**src/rtl/fetch_pc_unit.sv**
```systemverilog
// rtl/fetch_pc_unit.sv - instruction-fetch PC register, next-PC resolution and commit counter
module fetch_pc_unit #(
    parameter logic [31:0] RESET_PC = 32'd0,
    parameter int          IMEM_AW  = 12
) (
    input  logic               clock,
    input  logic               reset,
    input  logic               jp_ctrl,
    input  logic               jal_ctrl,
    input  logic               jr_ctrl,
    input  logic               bne_ctrl,
    input  logic               blt_ctrl,
    input  logic               is_not_equal,
    input  logic               is_less_than,
    input  logic [26:0]        target,
    input  logic [16:0]        imm,
    input  logic [31:0]        rd_value,
    input  logic               stall,
    output logic [31:0]        pc,
    output logic [IMEM_AW-1:0] imem_addr,
    output logic [31:0]        pc_plus1,
    output logic               link_we,
    output logic               fetch_valid,
    output logic [31:0]        instr_count
);

    typedef enum logic [1:0] {
        BOOT  = 2'd0,
        RUN   = 2'd1,
        STALL = 2'd2
    } state_t;

    state_t      state;
    state_t      state_next;
    logic [31:0] imm_ext;
    logic [31:0] branch_target;
    logic        take_branch;
    logic [31:0] pc_next;

    always_ff @(posedge clock or posedge reset) begin
        if (reset) begin
            state <= BOOT;
        end else begin
            state <= state_next;
        end
    end

    // BOOT spends one cycle covering the synchronous imem read latency.
    always_comb begin
        state_next  = state;
        fetch_valid = 1'b0;
        case (state)
            BOOT: begin
                state_next = RUN;
            end
            RUN: begin
                fetch_valid = ~stall;
                if (stall) state_next = STALL;
            end
            STALL: begin
                fetch_valid = ~stall;
                if (!stall) state_next = RUN;
            end
            default: begin
                state_next = BOOT;
            end
        endcase
    end

    assign pc_plus1      = pc + 32'd1;
    assign imem_addr     = pc[IMEM_AW-1:0];
    assign imm_ext       = {{15{imm[16]}}, imm};
    assign branch_target = pc_plus1 + imm_ext;
    assign take_branch   = (bne_ctrl & is_not_equal) | (blt_ctrl & is_less_than);
    assign link_we       = jal_ctrl & fetch_valid;

    // Fixed priority makes simultaneous decoder strobes resolve deterministically.
    always_comb begin
        pc_next = pc_plus1;
        if (jr_ctrl) begin
            pc_next = rd_value;
        end else if (jp_ctrl) begin
            pc_next = {5'b0, target};
        end else if (take_branch) begin
            pc_next = branch_target;
        end
    end

    always_ff @(posedge clock or posedge reset) begin
        if (reset) begin
            pc          <= RESET_PC;
            instr_count <= 32'd0;
        end else if (fetch_valid) begin
            pc          <= pc_next;
            instr_count <= instr_count + 32'd1;
        end
    end

endmodule
```
**config.mk**
```make
export PLATFORM = sky130hd
export DESIGN_NAME = fetch_pc_unit
export DESIGN_NICKNAME = d
export VERILOG_FILES = /design/src/rtl/fetch_pc_unit.sv
export SDC_FILE = /design/constraint.sdc
export NUM_CORES = 1
export LEC_CHECK = 0
export CAP_MARGIN = 5
export CORE_MARGIN = 2
export CORE_UTILIZATION = 47
export DETAILED_ROUTE_END_ITERATION = 8
export PLACE_DENSITY_LB_ADDON = 0.05
export SETUP_SLACK_MARGIN = 0.3
export SYNTH_ARGS = -nofsm -noshare
export SYNTH_HDL_FRONTEND = slang
export SYNTH_SLANG_ARGS = --single-unit
```
**constraint.sdc**
```tcl
create_clock -name clock -period 4.91 [get_ports clock]
set_clock_uncertainty 0.1 [all_clocks]
set_input_delay 0.7365 -clock clock [delete_from_list [all_inputs] [get_ports clock]]
set_output_delay 0.7365 -clock clock [all_outputs]
set_load 0.05 [all_outputs]
```
==> results.yml <==
run_status:
  status: "finished, final reports clean"
logic_synthesis:
  synth_largest_area_cell: "dfrtp_1"
  ys_top_cells_by_area: "dfrtp_1 (29%), ha_1 (9.3%), xnor2_1 (8.0%)"
  synth_common_cells: "nand2_1 (95), dfrtp_1 (66), a21oi_1 (62), xnor2_1 (53), nor2_1 (52)"
  yosys_register_bits: 66
  netlist_instances: 707
  syn_avg_cell_area_um2: 8.17
  synthDominantCellAreaShare_pct: 28.6
  synthArstFlopShare_pct: 100
  synth_ff_type: "dfrtp_1"
  synth_edf_count: 0
  ys_types: 63
  yosysWarnings: 0
  ys_seq_area_share_pct: 28.6
  yosysMostFrequentCell: "nand2_1"
  syn_nets: 837
  syn_area_um2: 5780
clock_tree:
  cts_max_level: 3
  cts_sinks: 66
  clk_latency_ns: 0.35
  cts_tree: "yes"
  post_cts_resized: 0
  cts_setup_buffers: 0
  cts_buffer_depth: 2
  clk_pin_slew_ns: 0.06
  cts_buffers: 9
  holdBufCountCts: 0
  root_buffer: "clkbuf_16"
die:
  die_h_um: 115
  die_w_um: 115
  pin_count: 196
  fp.coreArea_um2: 12000
  initial_core_util_pct: 48.1
  num_rows: 40
  die_area_um2: 13200
sta:
  worst_pin_slew_ns: 0.867
  hold_violations: 0
  finalCriticalPeriod_ns: 4.34
  setup_violations: 0
  fin_crit_sh_pct: 88.5
  slew_headroom_pct: 42.0
  tns_ns: 0
  grt_setup_unrepaired: "false"
  slew_violations: 0
  fin_hold_ws_ns: 0.363
  fmax_mhz: 230
setup_path:
  path_delay_family: "simple AND/OR/NAND/NOR gates"
  cp-start-kind: "flop"
  path_cells: "nand4_1 > nor4_4 > nand2_1 > or2_1 > nor2_1 > xnor2_1 > clkdlybuf4s50_1"
  worstSetupPathType: "flop to primary output"
  worstPathMaxFanout: 8
  arrival_ns: 3.51
  worstSetupEndpointType: "primary output"
  slowest_stage: "clkdlybuf4s50_1"
  crit_buf_inv: 1
  crit_required_ns: 4.07
  critPathMaxStageDelay_ns: 0.87
global_routing:
  grt_use_total_pct: 29.6
  grt_pass1_vias: 6103
  grt_overflow: 0
  grt_start_max_net_pins: 51
  antenna_found_initial: 0
  grt_pass1_wl_mm: 30.5
drt:
  vias: 6101
  wl_per_cell_um: 18.8
  drcViolationCount: 0
  wirelength_mm: 19.4
  postRouteAntennaNets: 0
  viasPerCell: 5.91
  firstDrtPassIters: 5
  first_iter_violations: 361
worst_hold_path:
  hp-class: "flop to flop"
flow_run:
  maxCapViolations: 0
placed_design:
  post_dp_cell_area_um2: 7880
  portBuffers: 195
  place_hpwl_mm: 15.1
  gp_congestion: 0.998
layout:
  final_nets: 1010
  utilization_pct: 67.9
  layout-drive-gt1-share_pct: 6.10
  diodes: 0
  syn_to_final_growth_pct: 41.2
  fin_area_um2: 8160
pwr:
  powerDensity_nw_per_um2: 683
  ir_drop_mv: 0.607
  leakagePower_nw: 3.49
[power by group]
part | internal (mW) | switching (mW)
clock | 0.350 | 0.270
sequential | 0.701 | 0.262
combinational | 1.43 | 2.56
[metrics by stage]
step	total power [mW]	std cells	setup slack, ns
global route	5.90	1032	0.408
global placement	4.87	1016	0.836
detailed placement	4.92	1016	0.764
finish	5.57	1032	0.566
floorplan	3.79	707	0.290
CTS	5.57	1032	0.571
[state kept, by name (all words and copies together), names as in the netlist]
register and flops:
instr_count 32, pc 32, state 2
[area by class of cell]
class,instances,area [um^2]
timing repair buffer,202,2000
clock buffer,9,225
clock inverter,7,60.1
fill,1017,3850
tap,147,184
sequential,66,1650
inverter,14,52.6
multi-input combinational,587,3980
[worst reg2reg max path, cell delays in order, from the launching register on]
cell and delay [ns]:
dfrtp_1 0.51, nand4_1 0.28, nor4_4 0.40, nand2_1 0.21, or2_1 0.33, nor2_1 0.19, xor2_2 0.26, ha_1 0.35
a21o_1 0.21, nor3_1 0.18, a21oi_1 0.10, o21ai_0 0.15, nand2b_1 0.08, a41o_1 0.22, xor2_1 0.15, and3_1 0.19
o31ai_2 0.21
[per-layer routing]
metal	track usage, %	part of all wire [%]
met1	36.5	42
met2	50.2	49
met3	5.32	5.7
met4	14.1	3.6
met5	0	0
[cells by family (layout without fill, tap and decap cells)]
logic type / after synthesis / in the layout / synth area share (%)
XOR/XNOR: 88 / 88 / 13.3
flip-flops: 66 / 66 / 28.6
multiplexers: 6 / 6 / 1.08
buffers and inverters: 54 / 232 / 4.33
AO/OA/AOI/OAI: 197 / 197 / 22.1
adder cells (fa/ha/maj): 44 / 44 / 9.66
AND/OR/NAND/NOR: 252 / 252 / 20.9
[placed cells by master, fill, tap and decap left out, types with 11 or more instances in the layout]
cell type / Yosys / final
o22ai_1: 11 / 11
nor3_1: 12 / 12
nor2_1: 52 / 52
clkdlybuf4s50_1: 0 / 195
ha_1: 43 / 43
a21oi_1: 62 / 62
nand3_1: 19 / 19
xnor2_1: 53 / 44
and3_1: 21 / 21
inv_1: 13 / 12
dfrtp_1: 66 / 66
o211ai_1: 11 / 11
nand2_1: 95 / 95
nand4_1: 21 / 21
o21ai_0: 36 / 36
xor2_1: 35 / 31
a21o_1: 13 / 13
[worst paths after layout]
check | startpoint | endpoint | slack [ns] | cells past startpoint
min reg2reg | instr_count[31] | instr_count[31] | 0.36 | 1
min in group asynchronous | reset | instr_count[13] | 0.74 | 2
max reg2reg | pc[6] | pc[31] | 0.69 | 16
max in group asynchronous | reset | pc[19] | 3.02 | 3
min | instr_count[31] | instr_count[31] | 0.36 | 1
max | pc[6] | pc_plus1[30] | 0.57 | 7
No activity file was read; power rests on OpenSTA's default activity.
